`src/rtl/spectro_serial_deserializer_pkg.sv`:
```
// Shared types and constants for the spectrometer serial deserializer.
package spectro_serial_deserializer_pkg;

  typedef enum logic {
    IDLE  = 1'b0,
    SHIFT = 1'b1
  } state_e;

  localparam int WORD_DIBITS = 4;
  localparam int DATA_W      = 7;
  localparam int DEF_CH_W    = 4;
  localparam int DEF_TIME_W  = 8;

  // FIFO entry layout at the default channel/time widths.
  typedef struct packed {
    logic [DATA_W-1:0]     data;
    logic [DEF_CH_W-1:0]   ch;
    logic [DEF_TIME_W-1:0] time_idx;
  } fifo_entry_t;

endpackage

```
`src/rtl/spectro_sync_fifo.sv`:
```
// Synchronous first-word-fall-through FIFO; head entry is always on pop_data.
module spectro_sync_fifo #(
  parameter int DEPTH = 4,
  parameter int WIDTH = 8
) (
  input  logic             clk,
  input  logic             rst_n,
  input  logic             push,
  input  logic [WIDTH-1:0] push_data,
  input  logic             pop,
  output logic [WIDTH-1:0] pop_data,
  output logic             full,
  output logic             empty
);
  localparam int AW = $clog2(DEPTH);

  logic [WIDTH-1:0] mem_r [DEPTH];
  logic [AW-1:0]    wr_ptr_r;
  logic [AW-1:0]    rd_ptr_r;
  logic [AW:0]      count_r;
  logic             wr_en_s;
  logic             rd_en_s;

  assign full     = (count_r == (AW+1)'(DEPTH));
  assign empty    = (count_r == '0);
  assign wr_en_s  = push & (~full | pop);
  assign rd_en_s  = pop & ~empty;
  assign pop_data = mem_r[rd_ptr_r];

  // Storage is cleared on reset so the head reads zero before any write.
  always_ff @(posedge clk or negedge rst_n) begin
    if (!rst_n) begin
      for (int i = 0; i < DEPTH; i++) mem_r[i] <= '0;
      wr_ptr_r <= '0;
    end else if (wr_en_s) begin
      mem_r[wr_ptr_r] <= push_data;
      wr_ptr_r        <= wr_ptr_r + AW'(1);
    end else begin
      wr_ptr_r <= wr_ptr_r;
    end
  end

  // Read pointer and occupancy.
  always_ff @(posedge clk or negedge rst_n) begin
    if (!rst_n) begin
      rd_ptr_r <= '0;
      count_r  <= '0;
    end else begin
      if (rd_en_s) rd_ptr_r <= rd_ptr_r + AW'(1);
      else         rd_ptr_r <= rd_ptr_r;
      case ({wr_en_s, rd_en_s})
        2'b10:   count_r <= count_r + (AW+1)'(1);
        2'b01:   count_r <= count_r - (AW+1)'(1);
        default: count_r <= count_r;
      endcase
    end
  end

endmodule

```
`src/rtl/spectro_serial_deserializer.sv`:
```
// Assembles 4-dibit channel words into {amplitude, channel, time} entries and buffers them.
module spectro_serial_deserializer
  import spectro_serial_deserializer_pkg::*;
#(
  parameter int CH_W       = 4,
  parameter int TIME_W     = 8,
  parameter int FIFO_DEPTH = 4
) (
  input  logic              clk,
  input  logic              rst_n,
  input  logic              sending_data,
  input  logic [1:0]        serial_in,
  input  logic              sl_time,
  input  logic              sl_ch,
  input  logic              out_ready,
  input  logic              err_clr,
  output logic              out_valid,
  output logic [6:0]        out_data,
  output logic [CH_W-1:0]   out_ch,
  output logic [TIME_W-1:0] out_time,
  output logic              overflow,
  output logic              framing_error
);
  localparam int ENTRY_W = DATA_W + CH_W + TIME_W;

  state_e              state_r, state_next;
  logic [1:0]          cnt_r;
  logic [7:0]          shreg_r;
  logic                done_r;
  logic [CH_W-1:0]     ch_r, ch_next, word_ch_r;
  logic [TIME_W-1:0]   time_r, time_next, word_time_r;
  logic                push_r;
  logic [ENTRY_W-1:0]  push_data_r;
  logic [ENTRY_W-1:0]  head_s;
  logic                load_s, shift_s, done_s, fsm_err_s;
  logic                ch_evt_s, time_only_s, pop_s, full_s, empty_s;

  assign ch_evt_s    = sending_data & sl_ch;
  assign time_only_s = sending_data & sl_time & ~sl_ch;

  // State register.
  always_ff @(posedge clk or negedge rst_n) begin
    if (!rst_n) state_r <= IDLE;
    else        state_r <= state_next;
  end

  // Next-state logic.
  always_comb begin
    state_next = state_r;
    case (state_r)
      IDLE: begin
        if (ch_evt_s) state_next = SHIFT;
        else          state_next = IDLE;
      end
      SHIFT: begin
        if (!sending_data)                          state_next = IDLE;
        else if (sl_ch)                             state_next = SHIFT;
        else if (cnt_r == 2'(WORD_DIBITS - 1))      state_next = IDLE;
        else                                        state_next = SHIFT;
      end
      default: state_next = IDLE;
    endcase
  end

  // FSM outputs: a marker inside a word restarts it at dibit 0 and flags an error.
  always_comb begin
    load_s    = 1'b0;
    shift_s   = 1'b0;
    done_s    = 1'b0;
    fsm_err_s = 1'b0;
    case (state_r)
      IDLE: begin
        load_s = ch_evt_s;
      end
      SHIFT: begin
        if (!sending_data) begin
          fsm_err_s = 1'b1;
        end else if (sl_ch) begin
          load_s    = 1'b1;
          fsm_err_s = 1'b1;
        end else begin
          shift_s = 1'b1;
          done_s  = (cnt_r == 2'(WORD_DIBITS - 1));
        end
      end
      default: begin
        load_s = 1'b0;
      end
    endcase
  end

  // Counter values after this cycle's markers.
  always_comb begin
    ch_next   = ch_r;
    time_next = time_r;
    if (ch_evt_s && sl_time) begin
      ch_next   = '0;
      time_next = time_r + TIME_W'(1);
    end else if (ch_evt_s) begin
      ch_next   = ch_r + CH_W'(1);
    end else begin
      ch_next   = ch_r;
    end
  end

  // Dibit shifter and word-tag capture.
  always_ff @(posedge clk or negedge rst_n) begin
    if (!rst_n) begin
      shreg_r     <= 8'h00;
      cnt_r       <= 2'd0;
      done_r      <= 1'b0;
      ch_r        <= '0;
      time_r      <= '1;
      word_ch_r   <= '0;
      word_time_r <= '0;
    end else begin
      ch_r   <= ch_next;
      time_r <= time_next;
      done_r <= done_s;
      if (load_s) begin
        shreg_r     <= {6'b000000, serial_in};
        cnt_r       <= 2'd1;
        word_ch_r   <= ch_next;
        word_time_r <= time_next;
      end else if (shift_s) begin
        shreg_r <= {shreg_r[5:0], serial_in};
        cnt_r   <= cnt_r + 2'd1;
      end else begin
        shreg_r <= shreg_r;
      end
    end
  end

  // Push stage: words with bit7 set never reach the FIFO.
  always_ff @(posedge clk or negedge rst_n) begin
    if (!rst_n) begin
      push_r      <= 1'b0;
      push_data_r <= '0;
    end else begin
      push_r      <= done_r & ~shreg_r[7];
      push_data_r <= {shreg_r[6:0], word_ch_r, word_time_r};
    end
  end

  assign pop_s     = ~empty_s & out_ready;
  assign out_valid = ~empty_s;
  assign out_data  = head_s[ENTRY_W-1 -: DATA_W];
  assign out_ch    = head_s[TIME_W +: CH_W];
  assign out_time  = head_s[TIME_W-1:0];

  spectro_sync_fifo #(
    .DEPTH (FIFO_DEPTH),
    .WIDTH (ENTRY_W)
  ) u_fifo (
    .clk       (clk),
    .rst_n     (rst_n),
    .push      (push_r),
    .push_data (push_data_r),
    .pop       (pop_s),
    .pop_data  (head_s),
    .full      (full_s),
    .empty     (empty_s)
  );

  // Sticky flags; a set in the same cycle as err_clr takes priority.
  always_ff @(posedge clk or negedge rst_n) begin
    if (!rst_n) begin
      framing_error <= 1'b0;
      overflow      <= 1'b0;
    end else begin
      if (fsm_err_s | time_only_s | (done_r & shreg_r[7])) framing_error <= 1'b1;
      else if (err_clr)                                    framing_error <= 1'b0;
      else                                                 framing_error <= framing_error;
      if (push_r & full_s & ~pop_s) overflow <= 1'b1;
      else if (err_clr)             overflow <= 1'b0;
      else                          overflow <= overflow;
    end
  end

endmodule

```
`config.mk`:
```
export PLATFORM = sky130hd
export DESIGN_NAME = spectro_serial_deserializer
export DESIGN_NICKNAME = d
export VERILOG_FILES = /design/src/rtl/spectro_serial_deserializer_pkg.sv /design/src/rtl/spectro_sync_fifo.sv /design/src/rtl/spectro_serial_deserializer.sv
export SDC_FILE = /design/constraint.sdc
export NUM_CORES = 1
export LEC_CHECK = 0
export ABC_AREA = 1
export BUFFER_PORTS_ARGS = -buffer_cell sky130_fd_sc_hd__buf_4
export CORE_MARGIN = 2
export CORE_UTILIZATION = 40
export DETAILED_ROUTE_END_ITERATION = 7
export SLEW_MARGIN = 20
export SYNTH_ARGS = -nofsm -noshare
export SYNTH_HDL_FRONTEND = slang
export SYNTH_SLANG_ARGS = --single-unit
export TNS_END_PERCENT = 10
```
`constraint.sdc`:
```
create_clock -name clk -period 2.8 [get_ports clk]
set_clock_uncertainty 0.1 [all_clocks]
set_input_delay 0.14 -clock clk [delete_from_list [all_inputs] [get_ports clk]]
set_output_delay 0.14 -clock clk [all_outputs]
set_load 0.1 [all_outputs]
```
==> flow_summary.ini, run 1 <==
[status]
run_status = complete, no violations

[placed_design]
gp_routability_congestion = 0.7866
worst_setup_slack_after_placement_ns = 0.6895
numPlacedInstances = 890
place.detailed.hpwl_mm = 8.825
dpl_cell_area_um2 = 6506
buffer_ports.inserted = 30

[detailed_routing]
ant_nets_after_route = 0
detail_route.wirelength_mm = 14.40
number_of_detailed_route_iterations_in_the_first_pass = 7
avgRoutedWirePerCell_um = 15.47
dr_total_vias = 4812
route.detailed.drc = 0
avgViaCountPerCell = 5.169
iter_0_drt_violations = 429

[floorplanning]
core_area_um2 = 15030
die_height_um = 127.6
core.rowCount = 45
initial_utilization = 0.4062
ios = 31
die_w_um = 127.6
dieArea_um2 = 16270

[clocking]
cts.reportedPaths.clkPinSlew_ns = 0.06
clk_root_buffer_cell = sky130_fd_sc_hd__clkbuf_16
cells_resized_by_post_cts_repair = 0
clock_latency_ns = 0.42
cts.htree.levels = 4
tritoncts = done
cts.path.max_buffers = 2
tritoncts_buffer_count = 17
tritoncts_num_sinks = 141

[timing]
min_period_ns = 2.265
final_critical_path_setup_slack_ns = 0.5348
final_setup_violation_count = 0
hold_ws_ns = 0.03589
max_slew.worst_pin.slew_ns = 1.026
slew_headroom = 0.3154
setup-tns-final_ns = 0
timing_hold_violations_final = 0
report.final.slew_viol_count = 0
fmax_mhz = 441.5
final.period_utilization = 0.8090
grt_setup_unrepaired = false

[final_layout]
area_growth_pct = 19.59
fin_nets = 748
post-route-cell-area_um2 = 7302
drive_gt1_frac = 0.1265
antenna_cells = 0
filler_free_cell_count_of_the_finished_design = 931

[yosys]
yosysSeqAreaShare = 0.5795
synth.net_count = 711
yosys_most_used_dff = sky130_fd_sc_hd__dfrtp_1
synth.top_cells.by_area = sky130_fd_sc_hd__dfrtp_1 (55%), sky130_fd_sc_hd__nand2_1 (13%), sky130_fd_sc_hd__o21ai_0 (10%)
yosys_register_bits = 141
synth_cell_types = 29
synthDominantAreaCellType = sky130_fd_sc_hd__dfrtp_1
yosys_warns = 0
synth_top_area_frac = 0.5451
synthArstFlopShare = 1.000
synth_enable_flop_cells = 0
synth_common_cells = sky130_fd_sc_hd__nand2_1 (214), sky130_fd_sc_hd__dfrtp_1 (133), sky130_fd_sc_hd__o21ai_0 (127), sky130_fd_sc_hd__nor2_1 (51), sky130_fd_sc_hd__inv_1 (41)
avgSynthCellArea_um2 = 8.811
yosysMostFrequentCell = sky130_fd_sc_hd__nand2_1
syn-cell-area_um2 = 6106
synthesis.instances = 693

[pwr]
powerDensity_nw_per_um2 = 1211
p_leak_nw = 3.795
max-vdd-ir-drop_uv = 747.4

[setup_path]
critPathMaxFanout = 11
worst_r2r_endpoint = u_fifo.mem_r[65]$_DFFE_PN0P_
timing.critical_path.to_type = output pin
critPathKind = reg -> out
r2r_setup_slk_ns = 0.66
startpoint_type = flop
timing.reg2reg.worst_path_depth = 8
regToRegStartpoint = u_fifo.count_r[0]$_DFFE_PN0P_
cp_data_arrival_time_ns = 2.03
worstPathRequired_ns = 2.56

[worst_hold_path]
timing.hold.worst_path_depth = 4
min-delay-path-class = in -> reg
worst_hold_endpoint = done_r$_DFF_PN0_
min-delay-start = sl_ch

[global_routing]
grt_pass1_vias = 4808
grt.overflow.total = 0
grt_pass1_wl_mm = 24.26
grt_use_total = 0.1912
number_of_antenna_violations_at_the_first_check_in_global_routing = 0
grt_start_max_net_pins = 70

[run]
max-cap-violations = 0
cells by family after synthesis:
kind of cell | after synthesis | synth area share
fa+ha+maj | 9 | 0.01967
compound gates | 158 | 0.1357
buf+inv | 79 | 0.05594
flops | 141 | 0.5795
xor+xnor | 7 | 0.01004
simple gates | 299 | 0.1992
cells in the final DEF, fill, tap and decap left out, types with 4 or more instances in the layout:
cell,instances
sky130_fd_sc_hd__inv_1,41
sky130_fd_sc_hd__nand2_1,214
sky130_fd_sc_hd__bufinv_16,7
sky130_fd_sc_hd__dfstp_2,8
sky130_fd_sc_hd__xor2_1,4
sky130_fd_sc_hd__a21oi_1,5
sky130_fd_sc_hd__nor2_2,4
sky130_fd_sc_hd__nor2_1,51
sky130_fd_sc_hd__clkbuf_16,17
sky130_fd_sc_hd__o21ai_0,127
sky130_fd_sc_hd__dlygate4sd3_1,9
sky130_fd_sc_hd__o22ai_1,22
sky130_fd_sc_hd__ha_1,8
sky130_fd_sc_hd__dfrtp_1,133
sky130_fd_sc_hd__nand3_1,21
sky130_fd_sc_hd__buf_4,45
worst max-delay path, cell delays in order, from the launching register on:
cell and delay (ns):
sky130_fd_sc_hd__dfrtp_1 0.59, sky130_fd_sc_hd__buf_4 0.29, sky130_fd_sc_hd__o21ai_0 0.11, sky130_fd_sc_hd__o22ai_1 0.26
sky130_fd_sc_hd__buf_4 0.35
cell type report:
cell class | count | area [µm²]
clock buffers | 21 | 470.5
multi-input cells | 473 | 2226
repair buffers | 55 | 439.2
fillers | 1369 | 7731
inverters | 42 | 157.7
well taps | 188 | 235.2
flip-flops and latches | 141 | 3538
clock inverters | 11 | 235.2
stage by stage:
stage          total power, mW    util
4_1_cts                  8.898  0.4857
2_1_floorplan            5.290       -
3_3_place_gp             6.156  0.4328
5_1_grt                  9.256  0.4857
3_5_place_dp             6.209  0.4328
6_report                 8.846  0.4857
how the worst max path moves through the flow:
stage	to	from
after floorplan	out_data[5]	u_fifo.rd_ptr_r[0]$_DFFE_PN0P_
after detailed placement	u_fifo.mem_r[75]$_DFFE_PN0P_	u_fifo.count_r[0]$_DFFE_PN0P_
final	out_time[2]	u_fifo.rd_ptr_r[1]$_DFFE_PN0P_
after global routing	out_ch[2]	u_fifo.rd_ptr_r[1]$_DFFE_PN0P_
after global placement	u_fifo.mem_r[13]$_DFFE_PN0P_	u_fifo.count_r[0]$_DFFE_PN0P_
after CTS	out_ch[2]	u_fifo.rd_ptr_r[1]$_DFFE_PN0P_
where the power goes:
part	internal, mW	switching (mW)
clock network	1.83	0.835
registers	2.43	0.290
logic	0.787	2.67
total	5.05	3.80
state kept, by name (all words and copies together), names as in the netlist:
signal           count
ch_r                 4
cnt_r                2
done_r               1
framing_error        1
overflow             1
push_data_r         19
push_r               1
shreg_r              8
state_r              1
time_r               8
u_fifo.count_r       3
u_fifo.mem_r        76
u_fifo.rd_ptr_r      2
u_fifo.wr_ptr_r      2
word_ch_r            4
word_time_r          8
what timing repair did:
action / in CTS / in global routing
hold buffers: 9 / 0
endpoints found under the hold margin: 70 / 0
buffers inserted: 0 / 0
routing by layer:
metal | part of all wire | global-route usage
met1 | 0.44 | 0.2441
met2 | 0.48 | 0.3108
met3 | 0.053 | 0.04188
met4 | 0.024 | 0.09114
met5 | 0 | 0
Power figures use the tool's default switching activity.
==> inputs of run 2 (changes only) <==
ABC_AREA = 0   (was 1)
clock period = 1.95 ns   (was 2.8 ns; I/O delays follow)
==> run 2 against run 1 <==
Effect of this change: the flow now finishes with violations (setup timing); die area decreased by 3.4%; area after synthesis down 3.5%; critical path depth up 4; worst setup slack worse by 0.67 ns; hold slack gained 0.023 ns; combinational power decreased by 42%; sequential share of layout area decreased by 0.41 points; power up 4.7%; global-route usage down 4.5 points; via count fell by 32%; core utilization up 2.3 points; count of clock-buffer cells in the layout up 2; largest power group is now sequential cells.
==> flow_summary.ini, run 2 <==
[yosys]
yosysSeqAreaShare = 0.6008
yosys_register_bits = 141
synthesis.instances = 395
synth_enable_flop_cells = 0
synthArstFlopShare = 1.000
yosys_most_used_dff = sky130_fd_sc_hd__dfrtp_1
yosys_warns = 0
synth.net_count = 413
synth.top_cells.by_area = sky130_fd_sc_hd__dfrtp_1 (57%), sky130_fd_sc_hd__mux2_2 (13%), sky130_fd_sc_hd__mux4_2 (7.3%)
synth_cell_types = 39
synth_common_cells = sky130_fd_sc_hd__dfrtp_1 (133), sky130_fd_sc_hd__mux2_2 (70), sky130_fd_sc_hd__nand2_1 (31), sky130_fd_sc_hd__mux4_2 (19), sky130_fd_sc_hd__o21ai_0 (17)
synth_top_area_frac = 0.5651
syn-cell-area_um2 = 5889
yosysMostFrequentCell = sky130_fd_sc_hd__dfrtp_1
synthDominantAreaCellType = sky130_fd_sc_hd__dfrtp_1
avgSynthCellArea_um2 = 14.91

[timing]
fmax_mhz = 479.9
max_slew.worst_pin.slew_ns = 0.5651
min_period_ns = 2.084
timing_hold_violations_final = 0
report.final.slew_viol_count = 0
slew_headroom = 0.6233
final.period_utilization = 1.069
final_setup_violation_count = 48
setup-tns-final_ns = -0.5342
final_critical_path_setup_slack_ns = -0.1339
grt_setup_unrepaired = true

[floorplanning]
die_height_um = 125.3
core.rowCount = 44
initial_utilization = 0.4068
die_w_um = 125.3
core_area_um2 = 14480
dieArea_um2 = 15710
ios = 31

[global_routing]
grt.overflow.total = 0
grt_pass1_vias = 3462
grt_use_total = 0.1465
grt_pass1_wl_mm = 18.05
number_of_antenna_violations_at_the_first_check_in_global_routing = 0
grt_start_max_net_pins = 62

[detailed_routing]
avgRoutedWirePerCell_um = 16.24
avgViaCountPerCell = 4.983
ant_nets_after_route = 0
route.detailed.drc = 0
dr_total_vias = 3269
number_of_detailed_route_iterations_in_the_first_pass = 6
detail_route.wirelength_mm = 10.65
iter_0_drt_violations = 203

[setup_path]
critPathMaxFanout = 2
worst_r2r_endpoint = u_fifo.count_r[2]$_DFFE_PN0P_
cp_data_arrival_time_ns = 2.31
crit_path_end = u_fifo.count_r[2]$_DFFE_PN0P_
timing.reg2reg.worst_path_depth = 8
startpoint_type = flop
source_of_the_critical_timing_path = u_fifo.count_r[1]$_DFFE_PN0P_
timing.critical_path.to_type = flop
critPathKind = reg -> reg
worstPathRequired_ns = 2.18
regToRegStartpoint = u_fifo.count_r[1]$_DFFE_PN0P_
r2r_setup_slk_ns = -0.13

[status]
failing_checks = setup timing
run_status = finished, violations left

[final_layout]
fin_nets = 477
area_growth_pct = 25.05
largest_register = u_fifo.mem_r
most-common-layout-cells = sky130_fd_sc_hd__dfrtp_1 (133), sky130_fd_sc_hd__mux2_2 (70), sky130_fd_sc_hd__nand2_1 (30)
drive_gt1_frac = 0.4301
final_util = 0.5086
layout_commonest_cell = sky130_fd_sc_hd__dfrtp_1
antenna_cells = 0
fillers = 1222
registers_with_the_most_flip_flops = u_fifo.mem_r (76), push_data_r (19)
largest_register_ffs = 76

[clocking]
cts.reportedPaths.clkPinSlew_ns = 0.06
clk_root_buffer_cell = sky130_fd_sc_hd__clkbuf_16
tritoncts_buffer_count = 17
cts.path.max_buffers = 2
cts.htree.levels = 4
tritoncts = done
tritoncts_num_sinks = 141
clock_latency_ns = 0.41

[pwr]
p_leak_nw = 3.516
comb_power_share = 0.218
switching_power_mw = 2.642
finalPower_mw = 9.264
powerDensity_nw_per_um2 = 1258
share_clk_of_total_power = 0.379
p_int_mw = 6.621
switching_share = 0.2853
max-vdd-ir-drop_uv = 586.4
seq_power_share = 0.403

[placed_design]
gp_routability_congestion = 0.7020
buffer_ports.inserted = 30
place.detailed.hpwl_mm = 6.939
worst_setup_slack_after_placement_ns = -0.2084

[worst_hold_path]
timing.hold.worst_path_depth = 3
min-delay-path-class = in -> reg

[run]
max-cap-violations = 0
==> run 2: cell types whose count changed in the layout (fill, tap and decap cells not counted), sizes merged, moves of 8 or more <==
cell	change
nand3	-19
mux2	+80
buf	+9
o21ai	-110
nor2	-47
nand2	-184
o22ai	-22
inv	-34
xor2	+8
mux4	+19
==> run 2: worst min-delay path by stage <==
stage	from	endpoint	slack, ns
4_1_cts	out_ready	overflow$_DFFE_PN0P_	0.04
2_1_floorplan	rst_n	ch_r[0]$_DFF_PN0_	-0.30
3_5_place_dp	rst_n	shreg_r[0]$_DFFE_PN0P_	0.02
5_1_grt	out_ready	u_fifo.rd_ptr_r[0]$_DFFE_PN0P_	0.06
6_report	out_ready	u_fifo.rd_ptr_r[0]$_DFFE_PN0P_	0.06
3_3_place_gp	rst_n	shreg_r[1]$_DFFE_PN0P_	0.01
==> run 2: cells by family after synthesis <==
kind of cell / after synthesis / synth area share
DFF: 141 / 0.6008
muxes: 103 / 0.2388
and+or+nand+nor: 67 / 0.05694
AOI/OAI and AO/OA: 31 / 0.03229
buffers and inverters: 25 / 0.02252
xor gates and xnor gates: 19 / 0.02826
adders and majority gates: 9 / 0.02040
==> run 2: metal layers <==
metal | global-route usage | vias up | share of wire
met5 | 0 | - | 0
met4 | 0.05098 | 0 | 0.0075
met3 | 0.03637 | 4 | 0.027
met2 | 0.2267 | 42 | 0.48
met1 | 0.2037 | 1698 | 0.48
li1 | - | 1525 | -
==> run 2: area by class of cell <==
type | count | area [µm²] | share of cell area
sequential | 141 | 3538 | 0.4805
inverter | 7 | 26.28 | 0.003568
clock inverter | 9 | 155.1 | 0.02107
clock buffer | 23 | 508.0 | 0.06898
multi-input combinational | 229 | 2245 | 0.3048
tap | 184 | 230.2 | 0.03126
timing repair buffer | 63 | 661.9 | 0.08987
==> run 2: what timing repair did <==
item / 4_1_cts / 5_1_grt
setup buffers: 1 / 2
endpoints found under the setup margin: 97 / 97
hold buffers: 8 / 0
pin swaps: 5 / 2
endpoints found under the hold margin: 97 / 0
gates resized for setup: 23 / 2
==> run 2: power groups by stage <==
stage | sequential, mW | clock (mW) | combinational (mW)
after global routing | 3.81 | 3.73 | 2.20
after floorplan | 3.70 | 0 | 1.42
after CTS | 3.74 | 3.60 | 2.03
final | 3.74 | 3.51 | 2.02
after global placement | 3.75 | 0 | 1.93
after detailed placement | 3.79 | 0 | 1.96
==> run 2: through the flow <==
step           hold WS (ns)  instance area [µm²]  std cells
2_1_floorplan       -0.2981                 5918        395
3_3_place_gp        0.01013                 6505        613
3_5_place_dp        0.01510                 6505        613
4_1_cts             0.04250                 7342        654
5_1_grt             0.06198                 7365        656
6_report            0.05906                 7365        656
==> run 2: critical path, cell delays in order (launching register included) <==
cell and delay [ns]:
sky130_fd_sc_hd__dfrtp_1 0.38, sky130_fd_sc_hd__or4b_4 0.55, sky130_fd_sc_hd__nand2_4 0.09, sky130_fd_sc_hd__ha_4 0.13
sky130_fd_sc_hd__inv_2 0.03, sky130_fd_sc_hd__fa_2 0.32, sky130_fd_sc_hd__xor2_1 0.14, sky130_fd_sc_hd__nor2_1 0.11
sky130_fd_sc_hd__xor2_1 0.14
